`config.mk`:
```
export PLATFORM = sky130hd
export DESIGN_NAME = flash_ctrl
export DESIGN_NICKNAME = d
export VERILOG_FILES = /design/src/rtl/flash_ctrl.sv
export SDC_FILE = /design/constraint.sdc
export NUM_CORES = 1
export LEC_CHECK = 0
export CAP_MARGIN = 20
export CORE_MARGIN = 1
export CORE_UTILIZATION = 44
export CTS_CLUSTER_DIAMETER = 100
export DETAILED_ROUTE_END_ITERATION = 16
export PLACE_DENSITY_LB_ADDON = 0.15
export SLEW_MARGIN = 5
export SYNTH_ARGS = -nofsm -noshare
export SYNTH_HDL_FRONTEND = slang
export SYNTH_SLANG_ARGS = --single-unit
```
`constraint.sdc`:
```
create_clock -name clk25 -period 5.2 [get_ports clk25]
set_input_delay 0.52 -clock clk25 [delete_from_list [all_inputs] [get_ports clk25]]
set_output_delay 0.52 -clock clk25 [all_outputs]
set_load 0.005 [all_outputs]
```
`src/rtl/flash_ctrl.sv`:
```
// Parallel NOR flash sequencer: power-up reset pulse, then single-word reads.
// Define FLASH_CTRL_WRITE_EN to enable the write path (req_we=1 -> WR).
//   state     | meaning
//   RST_PULSE | flash_reset_ held low
//   RST_WAIT  | flash recovering after reset
//   IDLE      | req_ready high, waiting for a request
//   SETUP     | ce_ low, address settling
//   RD        | oe_ low, data sampled on last cycle
//   WR        | we_ low, address/data held (write build only)
//   DONE      | strobes released, rsp_valid pulse
//   REC       | bus turnaround before next access
module flash_ctrl #(
  parameter int unsigned RST_CYCLES = 16,
  parameter int unsigned RST_RECOV  = 8,
  parameter int unsigned RD_WAIT    = 3,
  parameter int unsigned WR_WAIT    = 2,
  parameter int unsigned TURN       = 1
) (
  input  logic        clk25,
  input  logic        rst_,
  input  logic        req_valid,
  output logic        req_ready,
  input  logic [20:0] req_addr,
  input  logic        req_we,
  input  logic [15:0] req_wdata,
  output logic        rsp_valid,
  output logic [15:0] rsp_rdata,
  output logic        flash_reset_,
  output logic        flash_ce_,
  output logic        flash_oe_,
  output logic        flash_we_,
  output logic [20:0] flash_a,
  output logic [15:0] flash_dq_o,
  output logic        flash_dq_oe,
  input  logic [15:0] flash_dq_i
);

  localparam logic [2:0] S_RST_PULSE = 3'd0;
  localparam logic [2:0] S_RST_WAIT  = 3'd1;
  localparam logic [2:0] S_IDLE      = 3'd2;
  localparam logic [2:0] S_SETUP     = 3'd3;
  localparam logic [2:0] S_RD        = 3'd4;
`ifdef FLASH_CTRL_WRITE_EN
  localparam logic [2:0] S_WR        = 3'd5;
`endif
  localparam logic [2:0] S_DONE      = 3'd6;
  localparam logic [2:0] S_REC       = 3'd7;

  // The counter leaves reset at 0 and wraps downward during RST_PULSE,
  // so the terminal count is RST_CYCLES decrements below zero.
  localparam logic [7:0] RST_TC   = 8'(256 - RST_CYCLES);
  localparam logic [7:0] RECOV_LD = 8'(RST_RECOV - 1);
  localparam logic [7:0] RD_LD    = 8'(RD_WAIT - 1);
  localparam logic [7:0] TURN_LD  = 8'(TURN - 1);

  logic [2:0] state;
  logic [7:0] cnt;

`ifdef FLASH_CTRL_WRITE_EN
  localparam logic [7:0] WR_LD = 8'(WR_WAIT - 1);
  logic is_write;
`else
  logic unused_wr;
  assign unused_wr = ^{req_we, req_wdata};
`endif

  always_ff @(posedge clk25) begin
    if (!rst_) begin
      state        <= S_RST_PULSE;
      cnt          <= 8'd0;
      flash_reset_ <= 1'b0;
      flash_ce_    <= 1'b1;
      flash_oe_    <= 1'b1;
      flash_we_    <= 1'b1;
      flash_a      <= 21'd0;
      flash_dq_o   <= 16'd0;
      flash_dq_oe  <= 1'b0;
      req_ready    <= 1'b0;
      rsp_valid    <= 1'b0;
      rsp_rdata    <= 16'd0;
`ifdef FLASH_CTRL_WRITE_EN
      is_write     <= 1'b0;
`endif
    end else begin
      case (state)
        S_RST_PULSE: begin
          if (cnt == RST_TC) begin
            flash_reset_ <= 1'b1;
            cnt          <= RECOV_LD;
            state        <= S_RST_WAIT;
          end else begin
            cnt <= cnt - 8'd1;
          end
        end
        S_RST_WAIT: begin
          if (cnt == 8'd0) begin
            req_ready <= 1'b1;
            state     <= S_IDLE;
          end else begin
            cnt <= cnt - 8'd1;
          end
        end
        S_IDLE: begin
          if (req_valid) begin
            req_ready <= 1'b0;
            flash_a   <= req_addr;
            flash_ce_ <= 1'b0;
            state     <= S_SETUP;
`ifdef FLASH_CTRL_WRITE_EN
            is_write  <= req_we;
            if (req_we) begin
              flash_dq_o  <= req_wdata;
              flash_dq_oe <= 1'b1;
            end
`endif
          end
        end
        S_SETUP: begin
`ifdef FLASH_CTRL_WRITE_EN
          if (is_write) begin
            flash_we_ <= 1'b0;
            cnt       <= WR_LD;
            state     <= S_WR;
          end else
`endif
          begin
            flash_oe_ <= 1'b0;
            cnt       <= RD_LD;
            state     <= S_RD;
          end
        end
        S_RD: begin
          if (cnt == 8'd0) begin
            rsp_rdata <= flash_dq_i;
            flash_oe_ <= 1'b1;
            flash_ce_ <= 1'b1;
            rsp_valid <= 1'b1;
            state     <= S_DONE;
          end else begin
            cnt <= cnt - 8'd1;
          end
        end
`ifdef FLASH_CTRL_WRITE_EN
        S_WR: begin
          if (cnt == 8'd0) begin
            flash_we_ <= 1'b1;
            flash_ce_ <= 1'b1;
            rsp_valid <= 1'b1;
            state     <= S_DONE;
          end else begin
            cnt <= cnt - 8'd1;
          end
        end
`endif
        S_DONE: begin
          rsp_valid   <= 1'b0;
          flash_dq_oe <= 1'b0;
          cnt         <= TURN_LD;
          state       <= S_REC;
        end
        S_REC: begin
          if (cnt == 8'd0) begin
            req_ready <= 1'b1;
            state     <= S_IDLE;
          end else begin
            cnt <= cnt - 8'd1;
          end
        end
        default: state <= S_RST_PULSE;
      endcase
    end
  end

endmodule
```
# Yosys cells after proc, flatten, opt, wreduce, memory -nomap -nowiden
# Index checks and enable logic that the tools add are counted.
# word_totals
in_bits,57
wordCells,54
regBits,53
out_inout_bits,60
# classes
add_sub_neg,1
reduce_logical,18
n_eq_ne,12
muxes,14
# ops
cell,n
8-bit case mux with 4 select lines,1
3-bit case mux with 6 select lines,1
8-bit two-way mux,2
3-bit two-way mux,4
2-bit AND reduction,6
"3-bit equality test, second input constant",3
"8-bit equality test, second input constant",1
8-bit logical NOT,1
"2-bit inequality test, second input constant",4
1-bit case mux with 2 select lines,4
2-bit nonzero test,4
"8-bit by 1-bit subtractor with 8-bit output, second input constant",1
"3-bit by 2-bit equality test with 1-bit output, second input constant",2
3-bit AND reduction,2
4-bit AND reduction,1
4-bit nonzero test,1
"3-bit by 1-bit equality test with 1-bit output, second input constant",1
3-bit logical NOT,1
3-bit OR reduction,1
1-bit two-way mux,2
"2-bit by 1-bit inequality test with 1-bit output, second input constant",1
2-bit OR reduction,1

# Longest topological paths before layout
# logic_depth
word_depth,4
mapped_depth,8
mapped_depth_nobuf,7

# Worst setup path after synthesis
# No wires, ideal clock.
# synth_path
kind,reg-to-reg
from,register cnt[0]
to,register cnt[3]
period_less_slack_ps,1904
path_stages_with_launch,7
setup_ps,130
required_time_ps,5070
n_path_buf,0
setup_slack_ps,3296
arrival_ps,1773
cell_sequence,dfxtp_1 -> inv_1 -> ha_1 -> or3b_2 -> nor4_2 -> nor2_1 -> a21boi_0
# synth_via
elab_chain_cells,3
word_cells_on_any_way,8
classes_between,1 x add/sub; 2 x eq/ne; 3 x mux; 2 x reduce/logical
# synth_rtl
item,line,text
"start, declared",57,logic [7:0] cnt;
"start signal, assigned",92,cnt <= cnt - 8'd1;
"start signal, assigned",100,cnt <= cnt - 8'd1;
"start signal, assigned",140,cnt <= cnt - 8'd1;
"8-bit by 1-bit subtractor with 8-bit output, or another cell as far along",--,
"8-bit two-way mux, or another cell as far along","96, 133, 162",
8-bit case mux with 4 select lines or 2-bit AND reduction (tied branches),--,
# Several ways; a longest one is shown, not always the timed one. The select of a mux whose other input is x is not followed.
# A chain may end at the register's enable or synchronous reset.

# Final worst setup path
# layout_path
from,register cnt[0]
to,register rsp_rdata[13]
# layout_via
elab_chain_cells,2
# layout_rtl
item,line,text
8-bit logical NOT,133,if (cnt == 8'd0) begin
2-bit AND reduction (no source line),--,
"end signal, assigned",134,rsp_rdata <= flash_dq_i;
"end, declared",27,"output logic [15:0] rsp_rdata,"
# No other way between the ends.

==> run metrics <==
area of the core 5510 sq um; f_max 439 MHz; initial antenna violation count 0; synth unique cells 49; CTS tree done; hold buffer count at CTS 0; Top Ports 117; Synth top area share 0.423; H-tree depth 2; top post-synthesis cells by area dfxtp_1, nand2_1, a21boi_0, buf_4, a21boi_1; Worst EP required 5430 ps; final std cells w/o fill 449; CP endpoint kind register; critical path buffer and inverter count 1; DR iter-0 viols 87; FP Rows 27; clk slew on worst S/H paths 100 ps; Fin Hold WS 455 ps; TritonCTS Sinks 53; Tmin final 2280 ps; PD cells 234 nW/um^2; top_reg_cell synth dfxtp_1; Antenna Violating Nets Remaining 0; critical path, cell by cell inv_1 -> ha_1 -> nor4bb_1 -> nand2_2 -> nor3_4 -> nand2_1 -> a21boi_0; Starting Density 0.456; post-CTS setup buffers 0; Leak 1.19 nW; Critical Path AT 2510 ps; number of synthesized flops with an enable pin 0; largest net degree at the start of global routing 51; clk_lat worst skew 310 ps; RSZ-0062 raised after global routing no; synth-to-layout area growth 34.2%; hold violation count in the final report 0; post-cts sizing count 0; Slew Viols, Final 0; Slowest cell on crit path nor3_4; vias in the first global route 2034; total CTS buffers 5; GR Util All Layers 0.200; Inst Count DP 441; GR Overflow Total 0; Yosys top cell by area dfxtp_1; fin util 0.612; mean post-synth cell area 8.23 sq um; worst hold-check path type register to register; Max clock buf depth 2; DRC 0; synthesized area 2510 sq um; final net count 435; routed wire length 5.60 mm; transition time of the tightest slew-check pin 917 ps; total power 0.789 mW; vias per inst 5.00; max-cap viol count 0; Setup Skew 9.94 ps; die width 77.5 um; setup TNS 0 ps; Tcrit/Tclk final 0.438; wire length per cell 12.5 um; ant diodes 0; Yosys warnings 0; DP HPWL 3.79 mm; outcome completed; via count 2247; layout cells sized above 1 0.0451; Worst setup SP type register; crit-path leading delay family simple AND/OR/NAND/NOR gates; Seq cells post-synth 53; Mapped Cells 305; RePlAce Congestion 0.859; Die Ht 77.5 um; sequential element share of the synthesized area 0.423; Max stage delay on crit path 530 ps; final setup violation count 0; Crit Path Max Fanout 16; Die ar. 6010 sq um; async set-reset flop share out of synthesis 0; worst rel slew slack 0.387; global-route wire length before repair 9.61 mm; Clock Tree Root clkbuf_8; IO Port Bufs 81; Peak VDD IR 0.000169 V; critical path class register to register; 1st-pass router iterations 4
path summary, 6_finish.rpt:
kind	slack, ps	to	from	depth (start not counted)
setup / recovery	2920	rsp_rdata[13]$_SDFFE_PN0P_	cnt[0]$_SDFFE_PN0P_	7
hold / removal	450	rsp_rdata[4]$_SDFFE_PN0P_	rsp_rdata[4]$_SDFFE_PN0P_	2
setup reg to reg	2920	rsp_rdata[13]$_SDFFE_PN0P_	cnt[0]$_SDFFE_PN0P_	7
hold reg to reg	450	rsp_rdata[4]$_SDFFE_PN0P_	rsp_rdata[4]$_SDFFE_PN0P_	2
Yosys cell counts (3+ instances only):
cell	number
nand2_1	88
dfxtp_1	53
a21boi_0	29
buf_4	19
clkbuf_1	13
nor2_1	11
a21boi_1	10
a21oi_1	7
nand3_1	6
o21ai_0	6
inv_1	4
mux2i_1	4
o211ai_1	4
or3_1	4
and2_1	3
and3_1	3
power breakdown:
part | switching (mW) | internal, mW
combinational | 0.0538 | 0.0641
clock | 0.140 | 0.0958
sequential | 0.0184 | 0.418
state kept, by name, indices dropped and copies added (netlist names):
name          count
flash_ce_         1
state             3
rsp_rdata        16
cnt               8
rsp_valid         1
flash_oe_         1
flash_a          21
flash_reset_      1
req_ready         1
layout make-up:
class	instances	area [sq um]
clock inverters	3	21.3
repair buffers	82	818
inverters	4	15.0
fillers	512	2140
clock buffers	5	68.8
well taps	72	90.1
multi-input cells	230	1290
flip-flops and latches	53	1060
kinds of logic after synthesis:
group | count (synthesis) | share of synthesized area
XOR/XNOR | 1 | 0.00349
buffers and inverters | 38 | 0.0857
multiplexers | 4 | 0.0159
AO/OA/AOI/OAI | 72 | 0.208
AND/OR/NAND/NOR | 133 | 0.251
flip-flops | 53 | 0.423
adder cells (fa/ha/maj) | 2 | 0.00996
other | 2 | 0.00299
metrics by stage:
step           setup WS, ps  area [sq um]
2_1_floorplan          3300          2570
3_3_place_gp           2910          3280
3_5_place_dp           2900          3280
4_1_cts                2940          3370
5_1_grt                2690          3370
6_report               2920          3370
routing by layer:
metal	vias up	routed length, um	global-route usage
met2	89	2470	0.315
met1	1003	2620	0.258
met5	-	0	0
met3	11	417	0.0588
li1	1144	-	-
met4	0	92	0.0717
worst min-delay path, cell delays in order, from the launching register on:
cell and delay [ps]:
dfxtp_1 320, nand2_1 50, a21boi_1 50
placed cells by master (no fill, tap or decap), types with 2 or more instances in the layout:
cell type,synthesis,layout
o211ai_1,4,4
inv_1,4,4
o21a_1,2,2
clkbuf_8,0,5
nand3b_1,2,2
nor4bb_1,2,2
clkdlybuf4s50_1,0,81
o21ai_0,6,6
a31oi_1,2,2
conb_1,2,18
and3_1,3,3
a21oi_1,7,7
nand3_1,6,6
a21boi_1,10,10
and2_1,3,3
nor2_1,11,11
a211oi_1,2,2
nand2_1,88,88
ha_1,2,2
mux2i_1,4,4
a21boi_0,29,29
dfxtp_1,53,53
nand4_1,2,2
or3_1,4,4
No activity file was read; power rests on OpenSTA's default activity.
